**config.mk**
```make
export PLATFORM = sky130hd
export DESIGN_NAME = mem_arbiter_rr
export DESIGN_NICKNAME = d
export VERILOG_FILES = /design/src/rtl/mem_arb_pkg.sv /design/src/rtl/rr_arbiter.sv /design/src/rtl/mem_arbiter_rr.sv
export SDC_FILE = /design/constraint.sdc
export NUM_CORES = 1
export LEC_CHECK = 0
export ABC_AREA = 0
export CAP_MARGIN = 15
export CORE_AREA = 2 2 645 647
export DETAILED_ROUTE_END_ITERATION = 8
export DIE_AREA = 0 0 647 649
export GPL_TIMING_DRIVEN = 0
export PLACE_DENSITY = 0.3
export SYNTH_ARGS = -nofsm -noshare
export SYNTH_HDL_FRONTEND = slang
export SYNTH_SLANG_ARGS = --single-unit
export TNS_END_PERCENT = 100
```
**constraint.sdc**
```tcl
create_clock -name clk -period 2.8 [get_ports clk]
set_input_delay 0.28 -clock clk [delete_from_list [all_inputs] [get_ports clk]]
set_output_delay 0.28 -clock clk [all_outputs]
set_load 0.02 [all_outputs]
```
**src/rtl/mem_arb_pkg.sv**
```systemverilog
// Shared types and helpers for the line-wide memory arbiter and its round-robin picker.
package mem_arb_pkg;

  localparam int unsigned MaxPorts = 8;
  localparam int unsigned MaxIdxW  = 3;

  typedef enum logic [1:0] {IDLE, BUSY, RESP} state_e;

  function automatic logic [MaxPorts-1:0] onehot(input logic [MaxIdxW-1:0] idx,
                                                 input int unsigned        n);
    logic [MaxPorts-1:0] oh;
    oh = '0;
    for (int unsigned i = 0; i < MaxPorts; i++) begin
      if (i < n && idx == MaxIdxW'(i)) oh[i] = 1'b1;
    end
    return oh;
  endfunction

  // First requester at or after ptr, wrapping modulo n; ptr = 0 gives fixed priority.
  function automatic logic [MaxIdxW-1:0] rr_pick(input logic [MaxPorts-1:0] req,
                                                 input logic [MaxIdxW-1:0]  ptr,
                                                 input int unsigned         n);
    logic [MaxIdxW-1:0] win;
    logic               found;
    int unsigned        idx;
    win   = '0;
    found = 1'b0;
    for (int unsigned k = 0; k < MaxPorts; k++) begin
      idx = (32'(ptr) + k) % n;
      if (!found && k < n && req[idx[MaxIdxW-1:0]]) begin
        win   = idx[MaxIdxW-1:0];
        found = 1'b1;
      end
    end
    return win;
  endfunction

endpackage

```
**src/rtl/rr_arbiter.sv**
```systemverilog
// Combinational winner select over N requesters with a registered round-robin pointer
// that moves past the winner whenever advance is strobed.
module rr_arbiter
  import mem_arb_pkg::*;
#(
  parameter int unsigned N     = 3,
  parameter bit          RR_EN = 1'b1,
  localparam int unsigned IdxW = $clog2(N)
) (
  input  logic            clk,
  input  logic            rst_n,
  input  logic [N-1:0]    req,
  input  logic            advance,
  output logic [IdxW-1:0] winner,
  output logic            valid
);

  logic [IdxW-1:0]     rr_ptr_q, rr_ptr_d;
  logic [MaxPorts-1:0] req_ext;

  always_comb begin
    req_ext        = '0;
    req_ext[N-1:0] = req;
    winner = IdxW'(rr_pick(req_ext, RR_EN ? MaxIdxW'(rr_ptr_q) : MaxIdxW'(0), N));
    valid  = |req;
  end

  always_comb begin
    rr_ptr_d = rr_ptr_q;
    if (RR_EN && advance) begin
      rr_ptr_d = (winner == IdxW'(N - 1)) ? '0 : winner + 1'b1;
    end
  end

  always_ff @(posedge clk or negedge rst_n) begin
    if (!rst_n) rr_ptr_q <= '0;
    else        rr_ptr_q <= rr_ptr_d;
  end

endmodule

```
**src/rtl/mem_arbiter_rr.sv**
```systemverilog
// N-port cache-line arbiter onto one memory port: request captured at grant, registered
// one-cycle response followed by a guard cycle before the next arbitration.
module mem_arbiter_rr
  import mem_arb_pkg::*;
#(
  parameter int unsigned NUM_PORTS  = 3,
  parameter int unsigned ADDR_WIDTH = 32,
  parameter int unsigned LINE_WIDTH = 256,
  parameter bit          RR_EN      = 1'b1,
  localparam int unsigned IdW       = $clog2(NUM_PORTS)
) (
  input  logic                                 clk,
  input  logic                                 rst_n,
  input  logic [NUM_PORTS-1:0][ADDR_WIDTH-1:0] ufp_addr,
  input  logic [NUM_PORTS-1:0]                 ufp_read,
  input  logic [NUM_PORTS-1:0]                 ufp_write,
  input  logic [NUM_PORTS-1:0][LINE_WIDTH-1:0] ufp_wdata,
  output logic [LINE_WIDTH-1:0]                ufp_rdata,
  output logic [NUM_PORTS-1:0]                 ufp_resp,
  output logic [ADDR_WIDTH-1:0]                dfp_addr,
  output logic                                 dfp_read,
  output logic                                 dfp_write,
  output logic [LINE_WIDTH-1:0]                dfp_wdata,
  input  logic [LINE_WIDTH-1:0]                dfp_rdata,
  input  logic                                 dfp_resp,
  output logic                                 busy,
  output logic [IdW-1:0]                       grant_id
);

  state_e                 state_q, state_d;
  logic [ADDR_WIDTH-1:0]  dfp_addr_q, dfp_addr_d;
  logic [LINE_WIDTH-1:0]  dfp_wdata_q, dfp_wdata_d;
  logic                   dfp_read_q, dfp_read_d;
  logic                   dfp_write_q, dfp_write_d;
  logic [LINE_WIDTH-1:0]  ufp_rdata_q, ufp_rdata_d;
  logic [NUM_PORTS-1:0]   ufp_resp_q, ufp_resp_d;
  logic [IdW-1:0]         grant_id_q, grant_id_d;

  logic [NUM_PORTS-1:0]   req;
  logic [IdW-1:0]         win;
  logic                   any_req;
  logic                   advance;

  assign req     = ufp_read | ufp_write;
  assign advance = (state_q == IDLE) && any_req;

  rr_arbiter #(
    .N     (NUM_PORTS),
    .RR_EN (RR_EN)
  ) u_rr_arbiter (
    .clk     (clk),
    .rst_n   (rst_n),
    .req     (req),
    .advance (advance),
    .winner  (win),
    .valid   (any_req)
  );

  always_comb begin
    state_d     = state_q;
    dfp_addr_d  = dfp_addr_q;
    dfp_wdata_d = dfp_wdata_q;
    dfp_read_d  = dfp_read_q;
    dfp_write_d = dfp_write_q;
    ufp_rdata_d = ufp_rdata_q;
    ufp_resp_d  = '0;
    grant_id_d  = grant_id_q;
    unique case (state_q)
      IDLE: begin
        dfp_read_d  = 1'b0;
        dfp_write_d = 1'b0;
        if (any_req) begin
          dfp_addr_d  = ufp_addr[win];
          dfp_wdata_d = ufp_wdata[win];
          dfp_read_d  = ufp_read[win];
          dfp_write_d = ufp_write[win];
          grant_id_d  = win;
          state_d     = BUSY;
        end
      end
      BUSY: begin
        if (dfp_resp) begin
          dfp_read_d  = 1'b0;
          dfp_write_d = 1'b0;
          ufp_rdata_d = dfp_rdata;
          ufp_resp_d  = NUM_PORTS'(onehot(MaxIdxW'(grant_id_q), NUM_PORTS));
          state_d     = RESP;
        end
      end
      // Guard cycle: the finished requester drops its request before the next pick.
      RESP:    state_d = IDLE;
      default: state_d = IDLE;
    endcase
  end

  always_ff @(posedge clk or negedge rst_n) begin
    if (!rst_n) begin
      state_q     <= IDLE;
      dfp_addr_q  <= '0;
      dfp_wdata_q <= '0;
      dfp_read_q  <= 1'b0;
      dfp_write_q <= 1'b0;
      ufp_rdata_q <= '0;
      ufp_resp_q  <= '0;
      grant_id_q  <= '0;
    end else begin
      state_q     <= state_d;
      dfp_addr_q  <= dfp_addr_d;
      dfp_wdata_q <= dfp_wdata_d;
      dfp_read_q  <= dfp_read_d;
      dfp_write_q <= dfp_write_d;
      ufp_rdata_q <= ufp_rdata_d;
      ufp_resp_q  <= ufp_resp_d;
      grant_id_q  <= grant_id_d;
    end
  end

  assign dfp_addr  = dfp_addr_q;
  assign dfp_wdata = dfp_wdata_q;
  assign dfp_read  = dfp_read_q;
  assign dfp_write = dfp_write_q;
  assign ufp_rdata = ufp_rdata_q;
  assign ufp_resp  = ufp_resp_q;
  assign grant_id  = grant_id_q;
  assign busy      = (state_q != IDLE);

  for (genvar i = 0; i < NUM_PORTS; i++) begin : g_rw_excl
    a_rw_excl: assert property (@(posedge clk) disable iff (!rst_n)
                                !(ufp_read[i] && ufp_write[i]));
  end

endmodule

```
==> impl_metrics.tcl <==
set metrics [dict create \
    end_kind "flip-flop" \
    setup_total_negative_slack_ns -8.73 \
    slowest_stage "dfrtp_1" \
    die_width_um 647 \
    avgRoutedWirePerCell_um 33.6 \
    leakage_nw 23.6 \
    period_share_pct 107 \
    drt_iter0_markers 2670 \
    slew_violations 0 \
    drc_errors 0 \
    dp_hpwl_um 315000 \
    path_clk_slew_ns 0.06 \
    dieHeight_um 649 \
    ir_worst_vdd_mv 0.469 \
    violations "negative setup slack" \
    grt_use_total_pct 16.6 \
    antenna_found_initial 289 \
    yosysSeqAreaShare_pct 49.3 \
    pwr-share-clk_pct 17.4 \
    setup_slack_ns -0.203 \
    internal_power_w 0.0365 \
    fin_nets 6327 \
    synth-async-reset-ratio_pct 100 \
    ios 1681 \
    powerDensity_nw_per_um2 1140 \
    cts_buffer_depth 4 \
    clock_skew_ns 0.0469 \
    clk_latency_ns 0.87 \
    wl_um 363000 \
    dieArea_sq_um 420000 \
    place.port_buffers 1680 \
    synthesis.area_sq_um 28200 \
    hold_class "input pin to flip-flop" \
    combPwrFrac_pct 62.7 \
    drive_above_1_share_pct 16.6 \
    crit_arrival_ns 3.69 \
    route.antenna.remaining_nets 0 \
    gr-total-overflow 0 \
    start_kind "flip-flop" \
    htree_levels 3 \
    start_util_pct 6.83 \
    dp_slack_ns -1.72 \
    utilization_pct 15.1 \
    avgSynthCellArea_sq_um 9.05 \
    vias 35400 \
    ys.flop_type "dfrtp_1" \
    cts_made_buffers 93 \
    relSlewSlack_pct 29.2 \
    finalHoldViolCount 0 \
    worstMarginPinSlew_ns 1.07 \
    cts_tree "yes" \
    netlist-cell-type-count 38 \
    path_cells "buf_4 -> ha_1 -> buf_4 -> o22ai_1 -> a21oi_1 -> a211o_4 -> or2_4 -> buf_12 -> buf_16 -> buf_12 -> a221oi_4 -> o21ai_1" \
    syn_to_final_growth_pct 122 \
    run_status "finished with violations" \
    synth_edf_count 0 \
    rsz0062_at_grt "yes" \
    netlist_instances 3114 \
    fp.coreArea_sq_um 413000 \
    gp_congestion 0.906 \
    fmax_ghz 0.333 \
    grt_pass1_wl_um 443000 \
    first_global_vias 35900 \
    grt_max_degree 102 \
    maxCapViolCount 0 \
    seq_power_share_pct 19.9 \
    path_class "flip-flop to flip-flop" \
    required_ns 3.49 \
    routed_via_density 3.27 \
    drt-pass1-iter-count 5 \
    cts_sinks 555 \
    syn_nets 4250 \
    hold_slack_ns 0.0991 \
    cp_slowest_stage_delay_ns 0.42 \
    p_sw_w 0.0345 \
    ys_ff_latch 555 \
    p_sw_share_pct 48.6 \
    setup_viol 191 \
    synth_warnings 0 \
    cts_root_buffer "clkbuf_16" \
    min_period_ns 3.00 \
    rows 236 \
    crit_fanout 10 \
]
## power groups by stage
stage | clock network, W | logic, W | registers [W]
final | 0.0123 | 0.0445 | 0.0142
after global routing | 0.0131 | 0.0468 | 0.0145
after CTS | 0.0129 | 0.0417 | 0.0142
after detailed placement | 0 | 0.0374 | 0.0142
after global placement | 0 | 0.0372 | 0.0142
after floorplan | 0 | 0.0127 | 0.0172
## metrics by stage
| step | std cells | total power [W] | instance area, sq um |
|---|---|---|---|
| 4_1_cts | 10700 | 0.0687 | 60100 |
| 3_3_place_gp | 10300 | 0.0514 | 51900 |
| 6_report | 10800 | 0.0710 | 62400 |
| 5_1_grt | 10800 | 0.0743 | 62300 |
| 2_1_floorplan | 3114 | 0.0300 | 28200 |
| 3_5_place_dp | 10300 | 0.0516 | 52300 |
## Yosys cell counts (4+ instances only)
library cell | count | area (sq um)
a221oi_1 | 77 | 674
a221oi_2 | 210 | 3150
and2_1 | 287 | 1800
buf_1 | 5 | 18.8
buf_2 | 66 | 330
buf_4 | 4 | 30.0
buf_6 | 27 | 304
clkbuf_1 | 181 | 679
dfrtp_1 | 555 | 13900
ha_1 | 7 | 87.6
inv_1 | 4 | 15.0
nand2_1 | 1060 | 3980
nand3_1 | 4 | 20.0
nor2_1 | 11 | 41.3
o21ai_0 | 348 | 1740
o21ai_1 | 231 | 1160
## sequential cells by signal, summed over array words and instances (netlist names)
register               flops
dfp_addr                  32
dfp_wdata                256
state_q                    2
ufp_resp                   3
dfp_write                  1
grant_id                   2
u_rr_arbiter.rr_ptr_q      2
ufp_rdata                256
dfp_read                   1
## worst max-delay path: cells and delay by family (launching register included)
family / cells / cell delay (ns)
flip-flops: 1 / 0.42
buffers and inverters: 5 / 0.82
AO/OA/AOI/OAI: 5 / 1.10
adder cells (fa/ha/maj): 1 / 0.18
AND/OR/NAND/NOR: 1 / 0.27
## layout by cell type, fill, tap and decap left out, types with 24 or more instances in the layout
cell type	instances
diode_2	82
o21ai_1	338
buf_16	24
and2_1	272
dlygate4sd3_1	220
buf_6	37
buf_4	56
a221oi_2	199
o21ai_4	51
buf_12	48
o21ai_2	81
dfrtp_1	552
a221oi_4	87
clkdlybuf4s50_1	1676
nand2_1	1059
clkbuf_1	109
o21ai_0	109
clkbuf_16	112
clkbuf_2	46
## per-layer routing
layer / track usage, % / wire length [um] / vias to the layer above
li1: - / - / 15100
met1: 19.5 / 145000 / 17700
met2: 28.2 / 174000 / 1962
met3: 6.46 / 33600 / 545
met4: 4.13 / 10400 / 128
met5: 0 / 842 / -
## path summary, 6_finish.rpt
path	from	end	slack, ns	cells after the start
worst max-delay path	u_rr_arbiter.rr_ptr_q[0]	dfp_wdata[19]	-0.20	12
worst min-delay path	dfp_rdata[147]	ufp_rdata[147]	0.1	3
worst max register to register	u_rr_arbiter.rr_ptr_q[0]	dfp_wdata[19]	-0.20	12
worst min register to register	state_q[1]	state_q[0]	0.44	1
max in group asynchronous	rst_n	ufp_rdata[227]	0.53	6
min in group asynchronous	rst_n	dfp_addr[3]	0.61	4
## logic make-up after synthesis
logic type | share of synthesized area (%)
AO/OA/AOI/OAI | 24.4
adder cells (fa/ha/maj) | 0.311
buffers and inverters | 4.90
flip-flops | 49.3
multiplexers | 0.107
AND/OR/NAND/NOR | 21.0
## area by class of cell
type / count / area [sq um]
buffer: 278 / 2480
inverter: 5 / 22.5
tap: 5474 / 6850
antenna: 82 / 205
sequential: 555 / 13900
multi-input combinational: 2271 / 15400
fill: 46600 / 350000
timing repair buffer: 1987 / 20500
clock buffer: 135 / 2710
clock inverter: 29 / 379
## repair_timing
item,in CTS,in global routing
endpoints found under the setup margin,488,294
gates cloned,8,15
hold endpoints to repair,389,0
pin swaps,97,209
resized for setup,633,435
setup buffers,27,16
hold buffers,221,0
Note: power is estimated with default switching activity, not from simulation.
